`src/rtl/pll_reset_sequencer.sv`:
```
// PLL reset / lock handshake sequencer on the reference clock.
// Pulses PLL reset, waits for lock with timeout and bounded retries,
// demands a lock stability window, then releases the downstream reset.
module pll_reset_sequencer #(
    parameter int unsigned RST_CYCLES    = 16,
    parameter int unsigned LOCK_TIMEOUT  = 50000,
    parameter int unsigned STABLE_CYCLES = 1024,
    parameter int unsigned MAX_RETRIES   = 3
) (
    input  logic       refclk,
    input  logic       rst,
    input  logic       restart,
    input  logic       pll_locked,
    output logic       pll_rst,
    output logic       sys_rst,
    output logic       ready,
    output logic       fault,
    output logic [3:0] retries,
    output logic [2:0] state
);

    localparam int unsigned CNT_MAX_A = (RST_CYCLES > LOCK_TIMEOUT) ? RST_CYCLES : LOCK_TIMEOUT;
    localparam int unsigned CNT_MAX   = (CNT_MAX_A > STABLE_CYCLES) ? CNT_MAX_A : STABLE_CYCLES;
    localparam int unsigned CW        = (CNT_MAX > 1) ? $clog2(CNT_MAX) : 1;

    localparam logic [CW-1:0] RST_LAST    = CW'(RST_CYCLES - 1);
    localparam logic [CW-1:0] TIMEOUT_LAST = CW'(LOCK_TIMEOUT - 1);
    localparam logic [CW-1:0] STABLE_LAST = CW'(STABLE_CYCLES - 1);

    typedef enum logic [2:0] {
        S_RESET     = 3'd0,
        S_WAIT_LOCK = 3'd1,
        S_STABLE    = 3'd2,
        S_RUN       = 3'd3,
        S_FAULT     = 3'd4
    } state_t;

    state_t        r_state;
    logic [CW-1:0] r_cnt;
    logic [3:0]    r_retries;
    logic          r_lock_meta;
    logic          r_lock_s;
    logic          r_pll_rst;
    logic          r_sys_rst;
    logic          r_ready;
    logic          r_fault;

    state_t        w_next;
    logic [CW-1:0] w_cnt_next;
    logic [3:0]    w_retries_next;
    logic          w_count;

    // Two-flop synchronizer for the asynchronous PLL lock indication
    always_ff @(posedge refclk or posedge rst) begin
        if (rst) begin
            r_lock_meta <= 1'b0;
            r_lock_s    <= 1'b0;
        end else begin
            r_lock_meta <= pll_locked;
            r_lock_s    <= r_lock_meta;
        end
    end

    // Next-state, counter and retry decisions; restart overrides every transition
    always_comb begin
        w_next         = r_state;
        w_retries_next = r_retries;
        w_count        = 1'b0;
        if (restart) begin
            w_next         = S_RESET;
            w_retries_next = '0;
        end else begin
            case (r_state)
                S_RESET: begin
                    if (r_cnt == RST_LAST) w_next = S_WAIT_LOCK;
                    else                   w_count = 1'b1;
                end
                S_WAIT_LOCK: begin
                    if (r_lock_s) begin
                        w_next = S_STABLE;
                    end else if (r_cnt == TIMEOUT_LAST) begin
                        if (32'(r_retries) == MAX_RETRIES) begin
                            w_next = S_FAULT;
                        end else begin
                            w_next = S_RESET;
                            if (r_retries != 4'hF) w_retries_next = r_retries + 4'd1;
                        end
                    end else begin
                        w_count = 1'b1;
                    end
                end
                S_STABLE: begin
                    if (!r_lock_s) begin
                        w_next = S_WAIT_LOCK;
                    end else if (r_cnt == STABLE_LAST) begin
                        w_next         = S_RUN;
                        w_retries_next = '0;
                    end else begin
                        w_count = 1'b1;
                    end
                end
                S_RUN: begin
                    if (!r_lock_s) w_next = S_RESET;
                end
                S_FAULT: begin
                    w_next = S_FAULT;
                end
                default: begin
                    w_next = S_RESET;
                end
            endcase
        end
        // Any state entry (including restart into RESET) clears the counter
        if (restart || (w_next != r_state)) w_cnt_next = '0;
        else if (w_count)                   w_cnt_next = r_cnt + 1'b1;
        else                                w_cnt_next = r_cnt;
    end

    // State register with outputs decoded from the next state so they change on the same edge
    always_ff @(posedge refclk or posedge rst) begin
        if (rst) begin
            r_state   <= S_RESET;
            r_cnt     <= '0;
            r_retries <= '0;
            r_pll_rst <= 1'b1;
            r_sys_rst <= 1'b1;
            r_ready   <= 1'b0;
            r_fault   <= 1'b0;
        end else begin
            r_state   <= w_next;
            r_cnt     <= w_cnt_next;
            r_retries <= w_retries_next;
            r_pll_rst <= (w_next == S_RESET) || (w_next == S_FAULT);
            r_sys_rst <= (w_next != S_RUN);
            r_ready   <= (w_next == S_RUN);
            r_fault   <= (w_next == S_FAULT);
        end
    end

    assign pll_rst = r_pll_rst;
    assign sys_rst = r_sys_rst;
    assign ready   = r_ready;
    assign fault   = r_fault;
    assign retries = r_retries;
    assign state   = r_state;

endmodule

```
`config.mk`:
```
export PLATFORM = sky130hd
export DESIGN_NAME = pll_reset_sequencer
export DESIGN_NICKNAME = d
export VERILOG_FILES = /design/src/rtl/pll_reset_sequencer.sv
export SDC_FILE = /design/constraint.sdc
export NUM_CORES = 1
export LEC_CHECK = 0
export CAP_MARGIN = 25
export CORE_UTILIZATION = 60
export DETAILED_ROUTE_END_ITERATION = 16
export GPL_ROUTABILITY_DRIVEN = 0
export PLACE_DENSITY = 0.82
export RECOVER_POWER = 100
export SKIP_LAST_GASP = 1
export SYNTH_ARGS = -nofsm -noshare
export SYNTH_HDL_FRONTEND = slang
export SYNTH_SLANG_ARGS = --single-unit
```
`constraint.sdc`:
```
create_clock -name refclk -period 3.3 [get_ports refclk]
set_clock_uncertainty 0.15 [all_clocks]
set_input_delay 0.66 -clock refclk [delete_from_list [all_inputs] [get_ports refclk]]
set_output_delay 0.66 -clock refclk [all_outputs]
set_load 0.005 [all_outputs]
```
* Yosys cells after proc, flatten, opt, wreduce, memory -nomap -nowiden
Index checks and enable logic that the tools add are counted.
** Word-level totals
- Logic and storage cells :: 63
- Input port bits :: 4
- Register bits after elaboration :: 29
** Cells by class
- Reduce and logical (&&, ||, !) cells :: 7
- $add $sub $neg :: 2
- Multiplexer cells :: 26
- Equal/unequal tests :: 19
** Operators by type and width (number)
- two-way mux 16 bit :: 2
- two-way mux 4 bit :: 7
- two-way mux 3 bit :: 8
- inequality test 3 bit, second input constant :: 6
- adder 16 x 1 -> 16 bit, second input constant :: 1
- == test 16 x 10 -> 1 bit, second input constant :: 1
- == test 16 bit, second input constant :: 1
- == test 16 x 4 -> 1 bit, second input constant :: 1
- case mux 3 bit (5 select lines) :: 1
- == test 3 x 2 -> 1 bit, second input constant :: 3
- case mux 4 bit (2 select lines) :: 1
- AND reduction 7 bit :: 1
- == test 3 bit, second input constant :: 2
- zero test 3 bit :: 2
- two-way mux 1 bit :: 6
- adder 4 x 1 -> 4 bit, second input constant :: 1
- == test 4 x 2 -> 1 bit, second input constant :: 1
- inequality test 4 bit, second input constant :: 1
- == test 3 x 1 -> 1 bit, second input constant :: 1
- inequality test 3 x 2 -> 1 bit, second input constant :: 1
- inequality test 3 bit :: 1
- case mux 1 bit (3 select lines) :: 1
- nonzero test 3 bit :: 1
- logical OR 1 bit :: 2
- nonzero test 2 bit :: 1

* Longest topological paths before layout
Gate-level depths: netlist of run 1.
- Depth after elaboration :: 9
- Depth in mapped cells :: 8
- Mapped depth without buffers :: 7

* Worst setup path after synthesis of run 1
Ideal clock, no wire load.
- Path kind :: register -> register
- Start point :: register r_state[1] (netlist: state[1])
- End point :: register r_cnt[13]
- Buffers on the path :: 0
- Required time :: 3077 ps
- Setup slack :: 1146 ps
- Setup time :: 73 ps
- Stages on the path, launching flop included :: 6
- Data arrival time :: 1930 ps
- Cells stage by stage :: dfrtp_1 > or4b_4 > o21bai_4 > and2_4 > or4_4 > a21oi_2
** Between the ends
- Word-level cells in the longest chain between the ends :: 7
- Elaborated cells between the ends (all ways) :: 19
- Classes of those cells :: 5 x eq/ne; 11 x mux; 3 x reduce/logical
** RTL lines
- start: declaration :: RTL line 38 : state_t r_state;
- start signal: assignment :: RTL line 130 : r_state <= w_next;
- two-way mux 3 bit (on tied branches) :: RTL line 95, 81
- two-way mux 3 bit (on tied branches) :: RTL line 93, 79
- case mux 3 bit (5 select lines) :: RTL line 73 : case (r_state)
- two-way mux 3 bit :: RTL line 69 : if (restart) begin
- inequality test 3 bit :: RTL line 114 : if (restart || (w_next != r_state)) w_cnt_next = '0;
- logical OR 1 bit :: RTL line 114
- two-way mux 16 bit / nonzero test 2 bit (equally long branches)
- end signal: assignment :: RTL line 131 : r_cnt <= w_cnt_next;
- end: declaration :: RTL line 39 : logic [CW-1:0] r_cnt;
Parallel ways exist; a longest one is shown, timed or not.
A chain may end at the register's enable or synchronous reset.

* Final worst setup path of run 1
- Start point :: register r_cnt[10]
- End point :: register r_cnt[1]
** Between the ends
- Word-level cells in the longest chain between the ends :: 8
- Elaborated cells between the ends (all ways) :: 21
- Classes of those cells :: 4 x eq/ne; 15 x mux; 2 x reduce/logical
** RTL lines (RTL line)
- == test 16 x 10 -> 1 bit / == test 16 bit (equally long branches) :: 95, 81
- two-way mux 3 bit (on tied branches) :: 95, 81
- two-way mux 3 bit (on tied branches) :: 93, 79
- case mux 3 bit (5 select lines) :: 73
- two-way mux 3 bit :: 69
- inequality test 3 bit :: 114
- logical OR 1 bit :: 114
- two-way mux 16 bit / nonzero test 2 bit (equally long branches)
Parallel ways exist; a longest one is shown, timed or not.

==> run_results.csv, run 1 <==
group,metric,value,unit
global_route,grt_pass1_wl,5660,um
floorplan,start_util,64.3,%
clock_network,cts_htree_levels,2,
global_route,grt_use_total,27.9,%
global_route,met1_usage,36.6,%
sta,finalHoldViolCount,0,
critical_path,critPathCaptureType,"flip-flop",
power,ir_drop,0.382,mV
sta,timing.hold.ws,0.210,ns
sta,fin_tns_setup,0,ns
clock_network,postCtsHoldBufs,0,
finish,multi_input_area,808,sq um
finish,num-fill-cells,192,
synthesis,synth_mux_area_share,1.87,%
global_route,antenna_found_initial,0,
synthesis,synth_area_leaders,"dfrtp_1, xnor2_1, nor2_1",
sta,max_clock_freq,343,MHz
synthesis,syn_inst,170,
synthesis,synth_area_leader_cell,"dfrtp_1",
flow_run,drv_cap,1,
sta,tightestPinTransition,1.51,ns
floorplan,die_w,53.7,um
detailed_routing,via_count,1321,
critical_path,startpoint_type,"flip-flop",
clock_network,cts_root_buffer,"clkbuf_4",
finish,register_area,728,sq um
sta,drv_slew,30,
sta,slew_headroom,-0.903,%
detailed_routing,vias_per_cell,6.12,
synthesis,synthArstFlopShare,100,%
clock_network,cts_tree,"built",
synthesis,synthAdderAreaFrac,1.56,%
synthesis,ys.flop_type,"dfrtp_1",
synthesis,synthesis.area,0.00161,sq mm
detailed_routing,remaining_drc_errors,0,
synthesis,synth_edf_count,0,
global_route,grt.met3_usage,10.5,%
detailed_routing,ant_nets,0,
placement,portBuffers,14,
synthesis,synth_top_cell_area_share,42.1,%
clock_network,cts_resized,0,
floorplan,io_pins,15,
global_route,grt-busiest-layer,"met2",
placement,dp_hpwl,2270,um
clock_network,cts_buffers,5,
detailed_routing,totalWireLength,3290,um
synthesis,synth-seq-area-share,45.3,%
synthesis,ys_types,45,
min_path,hold_path.class,"flip-flop to flip-flop",
finish,synthToLayoutAreaGrowth,13.2,%
status,violations,"max-capacitance violations, max-slew violations",
clock_network,post_cts_buffers,0,
critical_path,crit_type,"flip-flop to flip-flop",
global_route,grt.overflow.total,0,
finish,diodes,0,
global_route,grt_pass1_vias,1299,
finish,final_common_cell,"dfrtp_1",
floorplan,rows,18,
detailed_routing,routedWlPerCell,15.2,um
detailed_routing,drt_iter0_drc,42,
finish,num-nets-final,191,
clock_network,clk_pin_slew,0.09,ns
synthesis,synth-xor-area-share,7.63,%
clock_network,clkSinkCount,29,
critical_path,critPathArrivalTime,2.96,ns
floorplan,die_h,53.7,um
floorplan,dieArea,0.00289,sq mm
status,status,"complete, but fails checks",
power,p_per_area,364,mW/mm^2
synthesis,avgSynthCellArea,9.45,sq um
critical_path,required,3.35,ns
synthesis,ys_ff_latch,29,
floorplan,core,0.00250,sq mm
synthesis,synth-simple-area-share,24.8,%
synthesis,syn_nets,176,
detailed_routing,dr.pass1.iters,5,
finish,drive_gt1_share,8.60,%
synthesis,synth.yosys.warnings,0,
sta,finalSetupViolCount,0,
sta,rsz0062_at_grt,"no",
global_route,grt_max_degree,30,
global_route,grtUsageMet2,41.4,%
sta,fin_crit_sh,88.3,%
finish,mostFrequentLayoutCells,"dfrtp_1, nor2_1, a21oi_1",
clock_network,clkLatencyLatePin,0.33,ns
critical_path,crit_fanout,13,
clock_network,clk_path_buf_depth,2,
synthesis,synth-compound-area-share,15.0,%
sta,min_period,2.91,ns
synthesis,synth_top_family_by_area,"simple AND/OR/NAND/NOR gates",
power,leakagePower,0.757,nW
==> registers in the layout (all words and copies together), names as in the netlist <==
register / flops
r_cnt: 16
retries: 4
state: 3
fault: 1
pll_rst: 1
r_lock_meta: 1
r_lock_s: 1
ready: 1
sys_rst: 1
==> Yosys cell counts, types with 2 or more instances <==
master     n
inv_1      8
xnor2_1   13
mux2i_1    3
clkbuf_1   3
nand3_1    9
nor3_1     4
a21boi_0   2
and3_1     3
o21ai_0    2
nand4_1    5
nor2_1    22
nand2b_1   4
a21oi_1   15
dfstp_2    2
nand2_1    9
and4_1     3
nor4_1     2
a21o_1     3
ha_1       2
buf_2      4
a211oi_1   2
dfrtp_1   27
==> final cells by class <==
| cell class | count | area share, % |
|---|---|---|
| repair buffers | 15 | 7.91 |
| well taps | 30 | 2.06 |
| flip-flops and latches | 29 | 40.1 |
| inverters | 8 | 1.65 |
| clock buffers | 7 | 3.58 |
| multi-input cells | 126 | 44.5 |
| clock inverters | 1 | 0.275 |
==> worst max-delay path, stage by stage, from the launching register on <==
cell and delay (ns):
dfrtp_1 0.44, nor4_1 0.49, nand4_1 0.24, a22oi_1 0.83, and2_0 0.36, mux2i_1 0.21, nor2_1 0.05
==> where the power goes <==
part	internal (W)	switching, W
registers	0.000363	0.00000892
clock network	0.000123	0.000124
logic	0.0000176	0.0000237
==> per-layer routing <==
metal | vias to the layer above | part of all wire, %
li1 | 639 | -
met1 | 626 | 46
met2 | 49 | 45
met3 | 7 | 7.4
met4 | 0 | 1.3
met5 | - | 0
==> path summary, 6_finish.rpt <==
| path | startpoint | to | slack [ns] | cells past startpoint |
|---|---|---|---|---|
| worst max-delay path | r_cnt[10] | r_cnt[1] | 0.39 | 6 |
| worst min-delay path | r_lock_meta | r_lock_s | 0.21 | 0 |
| worst max register to register | r_cnt[10] | r_cnt[1] | 0.39 | 6 |
| worst min register to register | r_lock_meta | r_lock_s | 0.21 | 0 |
| max in group asynchronous | rst | r_cnt[5] | 0.98 | 3 |
| min in group asynchronous | rst | r_lock_s | 1.14 | 3 |
==> cell families after synthesis <==
| family | after synthesis |
|---|---|
| mux | 3 |
| fa+ha+maj | 2 |
| compound gates | 35 |
| simple gates | 72 |
| buf+inv | 15 |
| xor+xnor | 14 |
| flops | 29 |
==> per-stage QoR <==
step / setup WS (ns) / utilization, % / total power (W) / instances / cell area [sq um]
finish: 0.387 / 72.7 / 0.000661 / 216 / 1820
global route: 0.182 / 72.7 / 0.000692 / 216 / 1820
CTS: 0.618 / 73.2 / 0.000669 / 216 / 1830
detailed placement: 0.662 / 70.4 / 0.000424 / 208 / 1760
global placement: 0.765 / 70.4 / 0.000421 / 208 / 1760
floorplan: 1.15 / - / 0.000404 / 170 / 1610
No activity file was read; power rests on OpenSTA's default activity.
==> inputs of run 2 (changes only) <==
--- a/config.mk
+++ b/config.mk
@@ -7,6 +7,7 @@
 export LEC_CHECK = 0
 export CAP_MARGIN = 25
 export CORE_UTILIZATION = 60
+export CTS_CLUSTER_SIZE = 28
 export DETAILED_ROUTE_END_ITERATION = 16
 export GPL_ROUTABILITY_DRIVEN = 0
 export PLACE_DENSITY = 0.82
==> results of run 2 <==
No change in the layout: final DEF, timing and power equal those of run 1.
